File: config.mk
export PLATFORM = sky130hd
export DESIGN_NAME = dispense_tracker
export DESIGN_NICKNAME = d
export VERILOG_FILES = /design/src/rtl/dispense_tracker.sv
export SDC_FILE = /design/constraint.sdc
export NUM_CORES = 1
export LEC_CHECK = 0
export CORE_MARGIN = 5
export CORE_UTILIZATION = 47
export CTS_BUF_LIST = sky130_fd_sc_hd__clkbuf_4 sky130_fd_sc_hd__clkbuf_8
export CTS_CLUSTER_SIZE = 10
export DETAILED_ROUTE_END_ITERATION = 12
export GPL_ROUTABILITY_DRIVEN = 0
export PLACE_DENSITY = 0.66
export SETUP_SLACK_MARGIN = 0.4
export SLEW_MARGIN = 20
export SYNTH_ARGS = -nofsm -noshare
export SYNTH_HDL_FRONTEND = slang
export SYNTH_SLANG_ARGS = --single-unit
File: constraint.sdc
create_clock -name clock -period 4.3 [get_ports clock]
set_input_delay 0.645 -clock clock [delete_from_list [all_inputs] [get_ports clock]]
set_output_delay 0.645 -clock clock [all_outputs]
set_load 0.03 [all_outputs]
File: src/rtl/dispense_tracker.sv
// Receiving end of the vending controller's dispense and change levels: counts each
// event once, tracks per-product stock with restock, totals change paid, and flags protocol faults.
module dispense_tracker #(
  parameter int STOCK_W     = 4,
  parameter int MAX_STOCK   = 15,
  parameter int RESET_STOCK = 5,
  parameter int HOLD_MAX    = 20
) (
  input  logic               clock,
  input  logic               reset,
  input  logic [3:0]         OUT,
  input  logic [2:0]         VF,
  input  logic               load,
  input  logic [1:0]         load_sel,
  input  logic [STOCK_W-1:0] load_qty,
  input  logic               clear_err,
  input  logic [1:0]         rd_sel,
  output logic [STOCK_W-1:0] rd_stock,
  output logic [3:0]         soldout,
  output logic               ack,
  output logic [7:0]         coins_out,
  output logic               err
);

  typedef enum logic [1:0] {IDLE, BUSY, FAULT} state_t;

  localparam logic [STOCK_W-1:0] STOCK_INIT = STOCK_W'(RESET_STOCK);
  localparam logic [STOCK_W:0]   STOCK_CAP  = (STOCK_W+1)'(MAX_STOCK);

  state_t             state, state_next;
  logic [3:0]         out_q;
  logic [2:0]         vf_q;
  logic [7:0]         hold_cnt, hold_next;
  logic [STOCK_W-1:0] stock      [4];
  logic [STOCK_W-1:0] stock_next [4];
  logic [7:0]         coins_next;
  logic [8:0]         coins_sum;
  logic [STOCK_W:0]   restock_sum;
  logic [STOCK_W-1:0] restock_val;
  logic [1:0]         out_idx;
  logic               out_multi, out_rise, vf_multi, vf_rise, accept;

  assign out_multi = (OUT & (OUT - 4'd1)) != 4'd0;
  assign vf_multi  = (VF & (VF - 3'd1)) != 3'd0;
  assign out_rise  = (OUT != 4'd0) && (out_q == 4'd0) && !out_multi;
  assign vf_rise   = (VF != 3'd0) && (vf_q == 3'd0) && !vf_multi;
  assign err       = (state == FAULT);

  always_comb begin
    out_idx = 2'd0;
    case (OUT)
      4'b0010: out_idx = 2'd1;
      4'b0100: out_idx = 2'd2;
      4'b1000: out_idx = 2'd3;
      default: out_idx = 2'd0;
    endcase
  end

  // Next state; a multi-hot change level overrides everything, including a dispense in the same cycle.
  always_comb begin
    state_next = state;
    hold_next  = hold_cnt;
    accept     = 1'b0;
    case (state)
      IDLE: begin
        if (out_multi) begin
          state_next = FAULT;
        end else if (out_rise) begin
          if (stock[out_idx] != '0) begin
            accept     = 1'b1;
            hold_next  = 8'd0;
            state_next = BUSY;
          end else begin
            state_next = FAULT;
          end
        end
      end
      BUSY: begin
        if (out_multi) begin
          state_next = FAULT;
        end else if (OUT == 4'd0) begin
          state_next = IDLE;
        end else if (OUT == out_q) begin
          hold_next = hold_cnt + 8'd1;
          if (hold_next == 8'(HOLD_MAX)) state_next = FAULT;
        end else begin
          state_next = FAULT;
        end
      end
      FAULT: begin
        if (clear_err && (OUT == 4'd0)) state_next = IDLE;
      end
      default: state_next = IDLE;
    endcase
    if (vf_multi) begin
      state_next = FAULT;
      accept     = 1'b0;
    end
  end

  // Restock saturates before a same-cycle dispense takes one away.
  always_comb begin
    restock_sum = {1'b0, stock[load_sel]} + {1'b0, load_qty};
    restock_val = (restock_sum > STOCK_CAP) ? STOCK_CAP[STOCK_W-1:0] : restock_sum[STOCK_W-1:0];
    for (int i = 0; i < 4; i++) begin
      stock_next[i] = stock[i];
      if (load && (load_sel == 2'(i))) stock_next[i] = restock_val;
      if (accept && (out_idx == 2'(i))) stock_next[i] = stock_next[i] - STOCK_W'(1);
    end
  end

  always_comb begin
    coins_sum  = {1'b0, coins_out} + {6'd0, VF};
    coins_next = coins_out;
    if (vf_rise) coins_next = coins_sum[8] ? 8'hFF : coins_sum[7:0];
  end

  always_ff @(posedge clock or posedge reset) begin
    if (reset) begin
      state     <= IDLE;
      out_q     <= 4'd0;
      vf_q      <= 3'd0;
      hold_cnt  <= 8'd0;
      ack       <= 1'b0;
      coins_out <= 8'd0;
      soldout   <= (RESET_STOCK > 0) ? 4'b0000 : 4'b1111;
      rd_stock  <= STOCK_INIT;
      for (int i = 0; i < 4; i++) stock[i] <= STOCK_INIT;
    end else begin
      state     <= state_next;
      out_q     <= OUT;
      vf_q      <= VF;
      hold_cnt  <= hold_next;
      ack       <= accept;
      coins_out <= coins_next;
      rd_stock  <= stock_next[rd_sel];
      for (int i = 0; i < 4; i++) begin
        stock[i]   <= stock_next[i];
        soldout[i] <= (stock_next[i] == '0);
      end
    end
  end

endmodule
### After elaboration in Yosys (flattened, before gate mapping)

Cells that the tools add are included.

| storage, ports and cells | value |
|---|---|
| register bits after elaboration | 50 |
| input bits | 19 |
| output and inout bits | 18 |
| logic and storage cells | 127 |

| cells by class | value |
|---|---|
| add/subtract/negate cells | 9 |
| order comparisons | 4 |
| eq/ne operators | 22 |
| multiplexer cells | 42 |
| bitwise gates (word level) | 5 |
| reduce and logical (&&, ||, !) cells | 33 |

Operator list:

| cell | number |
|---|---|
| 2-to-1 mux 4 bit | 15 |
| 2-to-1 mux 8 bit | 7 |
| binary-select mux 4 bit (select 2 bit) | 3 |
| logical NOT 4 bit | 6 |
| subtractor 4 x 1 -> 4 bit, second input constant | 5 |
| 2-to-1 mux 2 bit | 9 |
| case mux 8 bit (2 select lines) | 1 |
| logical AND 1 bit | 13 |
| inequality test 2 bit, second input constant | 6 |
| case mux 2 bit (3 select lines) | 2 |
| nonzero test 4 bit | 3 |
| equality test 2 bit, second input constant | 5 |
| adder 8 x 3 -> 9 bit | 1 |
| greater-or-equal comparator 3 bit, second input constant | 3 |
| inverter 2 -> 3 bit | 3 |
| adder 8 x 1 -> 8 bit, second input constant | 1 |
| equality test 8 x 5 -> 1 bit, second input constant | 1 |
| AND reduction 7 bit | 1 |
| equality test 2 x 1 -> 1 bit, second input constant | 3 |
| logical NOT 2 bit | 3 |
| inequality test 6 bit, second input constant | 1 |
| nonzero test 3 bit | 2 |
| adder 4 x 4 -> 5 bit | 1 |
| > comparator 5 x 4 -> 1 bit, second input constant | 1 |
| other kinds (14) | 19 |

### Logic depth before layout (Yosys ltp)

Gate-level depths: netlist of the first run.

| depth | value |
|---|---|
| depth after elaboration | 17 |
| mapped depth | 14 |
| mapped depth without buffers | 13 |

### Least setup slack after synthesis of the first run

Ideal clock, no wire load.

| path | value |
|---|---|
| path kind | input to register |
| start | input load_sel[0] |
| end | register soldout[3] |
| setup time | 0.105 ns |
| data arrival time | 3.340 ns |
| required time | 4.195 ns |
| setup slack | 0.854 ns |
| stages on the path | 14 |
| path buffers | 1 |
| path through | clkbuf_1 mux4_2 ha_1 inv_1 fa_1 nand3b_1 nand3b_1 mux2i_1 ha_1 inv_1 nor4_1 xnor2_1 inv_1 nor4b_1 |

RTL lines:

| item | RTL line | source |
|---|---|---|
| start, declared | 14 | `input logic [1:0] load_sel,` |
| end signal, assigned | 126 | `soldout <= (RESET_STOCK > 0) ? 4'b0000 : 4'b1111;` |
| end signal, assigned by index | 139 | `soldout[i] <= (stock_next[i] == '0);` |
| end, declared | 19 | `output logic [3:0] soldout,` |

==> results of run 1 <==
-- sequential cells by signal, summed over array words and instances, names as in the netlist --
signal	cells
out_q	4
soldout	4
hold_cnt	8
ack	1
rd_stock	4
vf_q	3
stock	16
state	2
coins_out	8
-- cells by family after synthesis --
logic type / count (synthesis) / synth area share, %
flip-flops: 50 / 39.45
adder cells (fa/ha/maj): 14 / 5.937
buffers and inverters: 32 / 4.297
XOR/XNOR: 19 / 5.195
multiplexers: 24 / 9.531
AND/OR/NAND/NOR: 103 / 18.36
AO/OA/AOI/OAI: 72 / 17.23
-- placed cells by master (no fill, tap or decap), drive strengths merged, types with 3 or more instances in the layout --
cell           instances
a211oi                 6
a21o                   3
a21oi                 10
and2                   5
and3                   7
buf                    7
clkbuf                 6
clkdlybuf4s50         35
dfrtp                 40
dfstp                 10
ha                    12
inv                   21
mux2i                 17
mux4                   5
nand2                 18
nand2b                 6
nand3                 14
nand3b                 4
nand4                  3
nor2                  12
nor2b                  4
nor3                   5
nor4                   6
nor4b                  3
o211ai                 6
o21ai                 16
o22ai                  4
o31ai                  8
or2                    4
or4b                   3
xnor2                 10
xor2                   9
-- stage by stage --
stage / worst slack [ps] / instance area, sq um / utilization, % / total power [mW] / hold slack, ps
finish: 610.4 / 3826 / 56.95 / 1.897 / 525.6
global route: 399.7 / 3826 / 56.95 / 2.033 / 556.3
CTS: 455.1 / 3759 / 55.94 / 1.862 / 522.9
detailed placement: 113.3 / 3646 / 54.26 / 1.520 / 508.6
global placement: 307.2 / 3646 / 54.26 / 1.504 / 495.0
floorplan: 854.4 / 3203 / - / 1.238 / 468.1
-- worst max-delay path by stage --
stage	start	to	slack [ps]	depth (start not counted)
after floorplan	load_sel[0]	soldout[3]	850	14
after global placement	load_sel[1]	soldout[3]	310	12
after detailed placement	load_sel[1]	soldout[3]	110	12
after CTS	load_sel[0]	soldout[3]	460	14
after global routing	load_sel[0]	soldout[2]	400	13
final	load_sel[0]	soldout[3]	610	14
-- power groups by stage --
stage / Clock, mW / Sequential (mW) / Combinational (mW)
floorplan: 0 / 0.764 / 0.474
global placement: 0 / 0.735 / 0.769
detailed placement: 0 / 0.737 / 0.783
CTS: 0.347 / 0.729 / 0.787
global route: 0.372 / 0.749 / 0.913
finish: 0.333 / 0.736 / 0.828
-- cell type report --
cell class                 instances  area (sq um)
inverter                          22         83.83
tap                               80         100.1
fill                             563          2893
clock buffer                       6         76.32
sequential                        50          1264
multi-input combinational        232          1853
timing repair buffer              43         411.6
clock inverter                     2         37.54
-- repair_timing --
item,4_1_cts,5_1_grt
resized for setup,1,10
buffers inserted,0,2
pin swaps,0,1
setup endpoints to repair,1,3
-- routing by layer --
| layer | global-route usage [%] | up-vias |
|---|---|---|
| met5 | 0 | - |
| met4 | 5.569 | 0 |
| met3 | 3.412 | 8 |
| met2 | 27.67 | 80 |
| met1 | 27.73 | 1255 |
| li1 | - | 1243 |
-- synth_stat cells, types with 7 or more instances --
master	number	area [sq um]
a21oi_1	7	35.03
and3_1	7	43.79
dfrtp_1	40	1001
dfstp_2	10	262.8
ha_1	12	150.1
inv_1	22	82.58
mux2i_1	17	170.2
nand2_1	18	67.56
nand3_1	14	70.07
nor2_1	12	45.04
o21ai_0	15	75.07
o31ai_1	8	60.06
xnor2_1	10	87.58
xor2_1	9	78.83
-- worst max-delay path, stage by stage --
cell and delay, ps:
clkdlybuf4s50_1 500, mux4_2 520, ha_1 210, inv_1 70, fa_2 220, nand3b_1 150
nand3b_1 210, mux2i_2 230, ha_1 180, inv_1 70, nor4_4 320, xnor2_2 160
inv_1 90, nor4b_2 300
==> results.py, run 1 <==
metrics = {
    "outcome": {
        "outcome": "finished clean",
    },
    "cells_and_area": {
        "drive_above_1_share_pct": 15.49,
        "layout.nets": 387,
        "antenna_cells": 0,
        "syn_to_final_growth_pct": 19.45,
        "fin_cells": 435,
    },
    "synth": {
        "synth_nets": 347,
        "synth_cell_types": 59,
        "ys.flop_type": "dfrtp_1",
        "netlist_instances": 314,
        "syn_avg_cell_area_sq_um": 10.20,
        "ys_ff_latch": 50,
        "syn-cell-area_sq_mm": 0.003203,
        "synth_warnings": 0,
        "async_flop_share_pct": 100.0,
        "ys_seq_area_share_pct": 39.45,
        "synth_edf_count": 0,
    },
    "drt": {
        "via_count": 2586,
        "wl_met1_mm": 3.704,
        "finalWirelength_mm": 7.597,
        "first_iter_violations": 215,
        "dr.pass1.iters": 4,
        "ant_nets": 0,
        "wl_per_cell_um": 17.46,
        "met3WireLength_um": 442,
        "wl_met2_mm": 3.351,
        "top_layer_used": "met4",
        "vias_per_cell": 5.945,
        "drc": 0,
    },
    "power": {
        "cell_internal_pwr_mw": 1.153,
        "power_density_mw_per_mm2": 495.7,
        "p_seq_share_pct": 38.8,
        "swShare_pct": 39.22,
        "p_comb_share_pct": 43.6,
        "p_leak_nw": 1.521,
        "ir_worst_vdd_mv": 0.2457,
        "p_switching_mw": 0.7440,
        "clock_power_share_pct": 17.5,
    },
    "worst_hold_path": {
        "hp-class": "reg -> reg",
        "hold_depth": 1,
        "holdCritStartpoint": "hold_cnt[6]",
        "whs_endpoint": "hold_cnt[6]",
    },
    "critical_path": {
        "worstReg2RegEnd": "soldout[3]",
        "critPathCaptureType": "flop",
        "ff2ff_path_depth": 13,
        "r2r-start": "stock[0]",
        "path_max_fanout": 4,
        "r2r_slack_ps": 1080,
        "required_ps": 4500,
        "worstPathArrival_ps": 3890,
        "critPathKind": "in -> reg",
        "cp-start-kind": "input pin",
    },
    "floorplan": {
        "pin_count": 37,
        "core_area_sq_mm": 0.006719,
        "start_util_pct": 47.67,
        "dieArea_sq_mm": 0.008566,
        "die_h_um": 92.56,
        "die_w_um": 92.56,
        "fp-row-count": 30,
    },
    "cts": {
        "cts_made_buffers": 5,
        "cts_root_buf": "clkbuf_8",
        "h-tree-depth": 2,
        "cts_sinks": 50,
        "cts_hold_buf": 0,
        "clk_pin_slew_ps": 90,
        "clk_latency_ps": 300,
        "cts-root-to-sink-buffers": 2,
        "cts_tree": "built",
    },
    "timing": {
        "slew_violations": 0,
        "worstMarginPinSlew_ps": 850.4,
        "period_needed_ps": 3690,
        "finClkSkew_ps": 7.018,
        "setup_viol_count_final": 0,
        "finalSetupTns_ps": 0,
        "finalCritPeriodShare_pct": 85.80,
        "finalHoldViolCount": 0,
        "fmax_mhz": 271.0,
        "max_slew_margin_pct": 43.24,
        "grt_setup_unrepaired": "yes",
    },
    "global_routing": {
        "grtUsageTotal_pct": 18.69,
        "antenna_found_initial": 0,
        "grt_first_pass_wirelength_mm": 12.88,
        "overflow": 0,
        "grt_max_degree": 51,
        "grt_pass1_vias": 2510,
    },
    "placement": {
        "io_buffer_count": 36,
        "place_hpwl_mm": 5.670,
        "placed_cells": 425,
    },
    "run": {
        "drv_cap": 0,
    },
}
Note: power is estimated with default switching activity, not from simulation.
==> inputs of run 2 (changes only) <==
--- a/config.mk
+++ b/config.mk
@@ -5,7 +5,6 @@
 export SDC_FILE = /design/constraint.sdc
 export NUM_CORES = 1
 export LEC_CHECK = 0
-export CORE_MARGIN = 5
 export CORE_UTILIZATION = 47
 export CTS_BUF_LIST = sky130_fd_sc_hd__clkbuf_4 sky130_fd_sc_hd__clkbuf_8
 export CTS_CLUSTER_SIZE = 10
==> run 2 against run 1 <==
  * The flow now finishes with violations (DRC)
  * First-iteration DRC count shrank 7.4%
  * Flip-flop and latch count is the same
  * Clock skew grew 2.5 ps
  * Hold slack lost 12 ps
  * Register-to-register slack is essentially flat
==> results.py, run 2 (synthesized netlist as in run 1, its figures left out) <==
metrics = {
    "drt": {
        "dr.pass1.iters": 9,
        "finalWirelength_mm": 7.607,
        "vias_per_cell": 6.021,
        "ant_nets": 0,
        "wl_per_cell_um": 17.65,
        "first_iter_violations": 199,
        "via_count": 2595,
        "drc": 4,
    },
    "critical_path": {
        "required_ps": 4490,
        "path_max_fanout": 4,
        "cp-start-kind": "input pin",
        "critPathCaptureType": "flop",
        "worstPathArrival_ps": 3900,
        "critPathKind": "in -> reg",
    },
    "timing": {
        "fmax_mhz": 269.1,
        "slew_violations": 0,
        "setup_viol_count_final": 0,
        "holdWs_ps": 513.3,
        "finalCritPeriodShare_pct": 86.43,
        "grt_setup_unrepaired": "yes",
        "finalHoldViolCount": 0,
        "period_needed_ps": 3717,
        "finalSetupTns_ps": 0,
        "max_slew_margin_pct": 43.36,
        "worstMarginPinSlew_ps": 848.6,
        "finClkSkew_ps": 9.474,
    },
    "cts": {
        "cts_root_buf": "clkbuf_8",
        "cts-root-to-sink-buffers": 2,
        "cts_sinks": 50,
        "clk_pin_slew_ps": 90,
        "cts_tree": "built",
        "cts_made_buffers": 5,
        "cts_hold_buf": 0,
        "clk_latency_ps": 310,
        "h-tree-depth": 2,
    },
    "cells_and_area": {
        "layout.nets": 386,
        "largestRegisters": "stock (16), coins_out (8), hold_cnt (8)",
        "antenna_cells": 0,
        "final_common_cell": "dfrtp_1",
        "largest_reg_flops": 16,
        "drive_above_1_share_pct": 13.84,
        "multi_input_comb_area_sq_mm": 0.001822,
        "top_register": "stock",
        "fillCellCount": 574,
        "fin_cells": 431,
        "regArea_sq_mm": 0.001264,
        "syn_to_final_growth_pct": 17.66,
        "final_cell_mix": "40 x dfrtp_1, 35 x clkdlybuf4s50_1, 21 x inv_1, 18 x nand2_1",
        "fin_util_pct": 58.35,
    },
    "power": {
        "p_seq_share_pct": 40.0,
        "p_leak_nw": 1.516,
        "swShare_pct": 40.31,
        "p_total_mw": 1.837,
        "p_comb_share_pct": 43.9,
        "cell_internal_pwr_mw": 1.096,
        "p_switching_mw": 0.7403,
        "ir_worst_vdd_mv": 0.3017,
        "clock_power_share_pct": 16.1,
        "power_density_mw_per_mm2": 487.3,
    },
    "outcome": {
        "outcome": "complete, but fails checks",
        "violations": "DRC",
    },
    "worst_hold_path": {
        "hp-class": "reg -> reg",
    },
    "floorplan": {
        "core_area_sq_mm": 0.006459,
        "start_util_pct": 49.59,
        "fp-row-count": 29,
        "pin_count": 37,
        "die_h_um": 84.56,
        "die_w_um": 84.56,
        "dieArea_sq_mm": 0.007150,
    },
    "global_routing": {
        "grt_first_pass_wirelength_mm": 12.91,
        "antenna_found_initial": 0,
        "grt_pass1_vias": 2484,
        "grt_max_degree": 51,
        "overflow": 0,
        "grtUsageTotal_pct": 23.06,
    },
    "placement": {
        "io_buffer_count": 36,
        "placed_cells": 421,
        "place_hpwl_mm": 5.594,
    },
    "run": {
        "drv_cap": 0,
    },
}
## run 2: cell types whose count changed in the layout (fill, tap and decap cells not counted), sizes merged
cell,change
clkinv,+1
dlymetal6s2s,+1
clkinvlp,-1
bufinv,-1
dlygate4sd2,-1
buf,-1
clkbuf,+1
## run 2: worst max-delay path: stages
cell             delay (ps)
clkdlybuf4s50_1         520
mux4_2                  530
ha_1                    210
inv_1                    80
fa_1                    240
nand3b_1                150
nand3b_1                200
mux2i_2                 320
ha_1                    200
inv_1                    40
a211oi_1                230
xnor2_1                 170
nor4b_1                 380
## run 2: timing repair
item                       CTS  global route
setup buffers                0             2
setup endpoints to repair    0             6
resized for setup            0             5
## run 2: final timing paths
check / from / end / slack, ps / depth (start not counted)
worst max-delay path: load_sel[0] / soldout[2] / 580 / 13
worst min-delay path: hold_cnt[6] / hold_cnt[6] / 510 / 1
worst max register to register: stock[0] / rd_stock[1] / 1070 / 10
worst min register to register: hold_cnt[6] / hold_cnt[6] / 510 / 1
max in group asynchronous: reset / out_q[1] / 3000 / 2
min in group asynchronous: reset / stock[9] / 790 / 2
## run 2: stage by stage
step | setup WS, ps | cell area [sq um]
5_1_grt | 372.1 | 3769
4_1_cts | 478.4 | 3730
3_3_place_gp | 277.7 | 3635
6_report | 583.5 | 3769
2_1_floorplan | 854.4 | 3203
3_5_place_dp | 209.2 | 3635
## run 2: layout make-up
class	count	area share [%]
clock buffers	7	2.390
clock inverters	1	0.1328
inverters	22	2.224
multi-input cells	232	48.34
flip-flops and latches	50	33.53
well taps	77	2.556
repair buffers	42	10.82
## run 2: metal layers
layer  vias to the layer above  wire length [um]  global-route usage (%)
li1                       1240                 -                       -
met1                      1258              3780                   35.69
met5                         -                 0                       0
met3                        10               452                   5.113
met4                         0                91                   6.934
met2                        87              3283                   32.08
## run 2: power groups by stage
stage / combinational, mW / sequential, mW / clock [mW]
floorplan: 0.474 / 0.764 / 0
global placement: 0.759 / 0.736 / 0
detailed placement: 0.775 / 0.734 / 0
CTS: 0.778 / 0.727 / 0.305
global route: 0.882 / 0.746 / 0.328
finish: 0.807 / 0.735 / 0.295
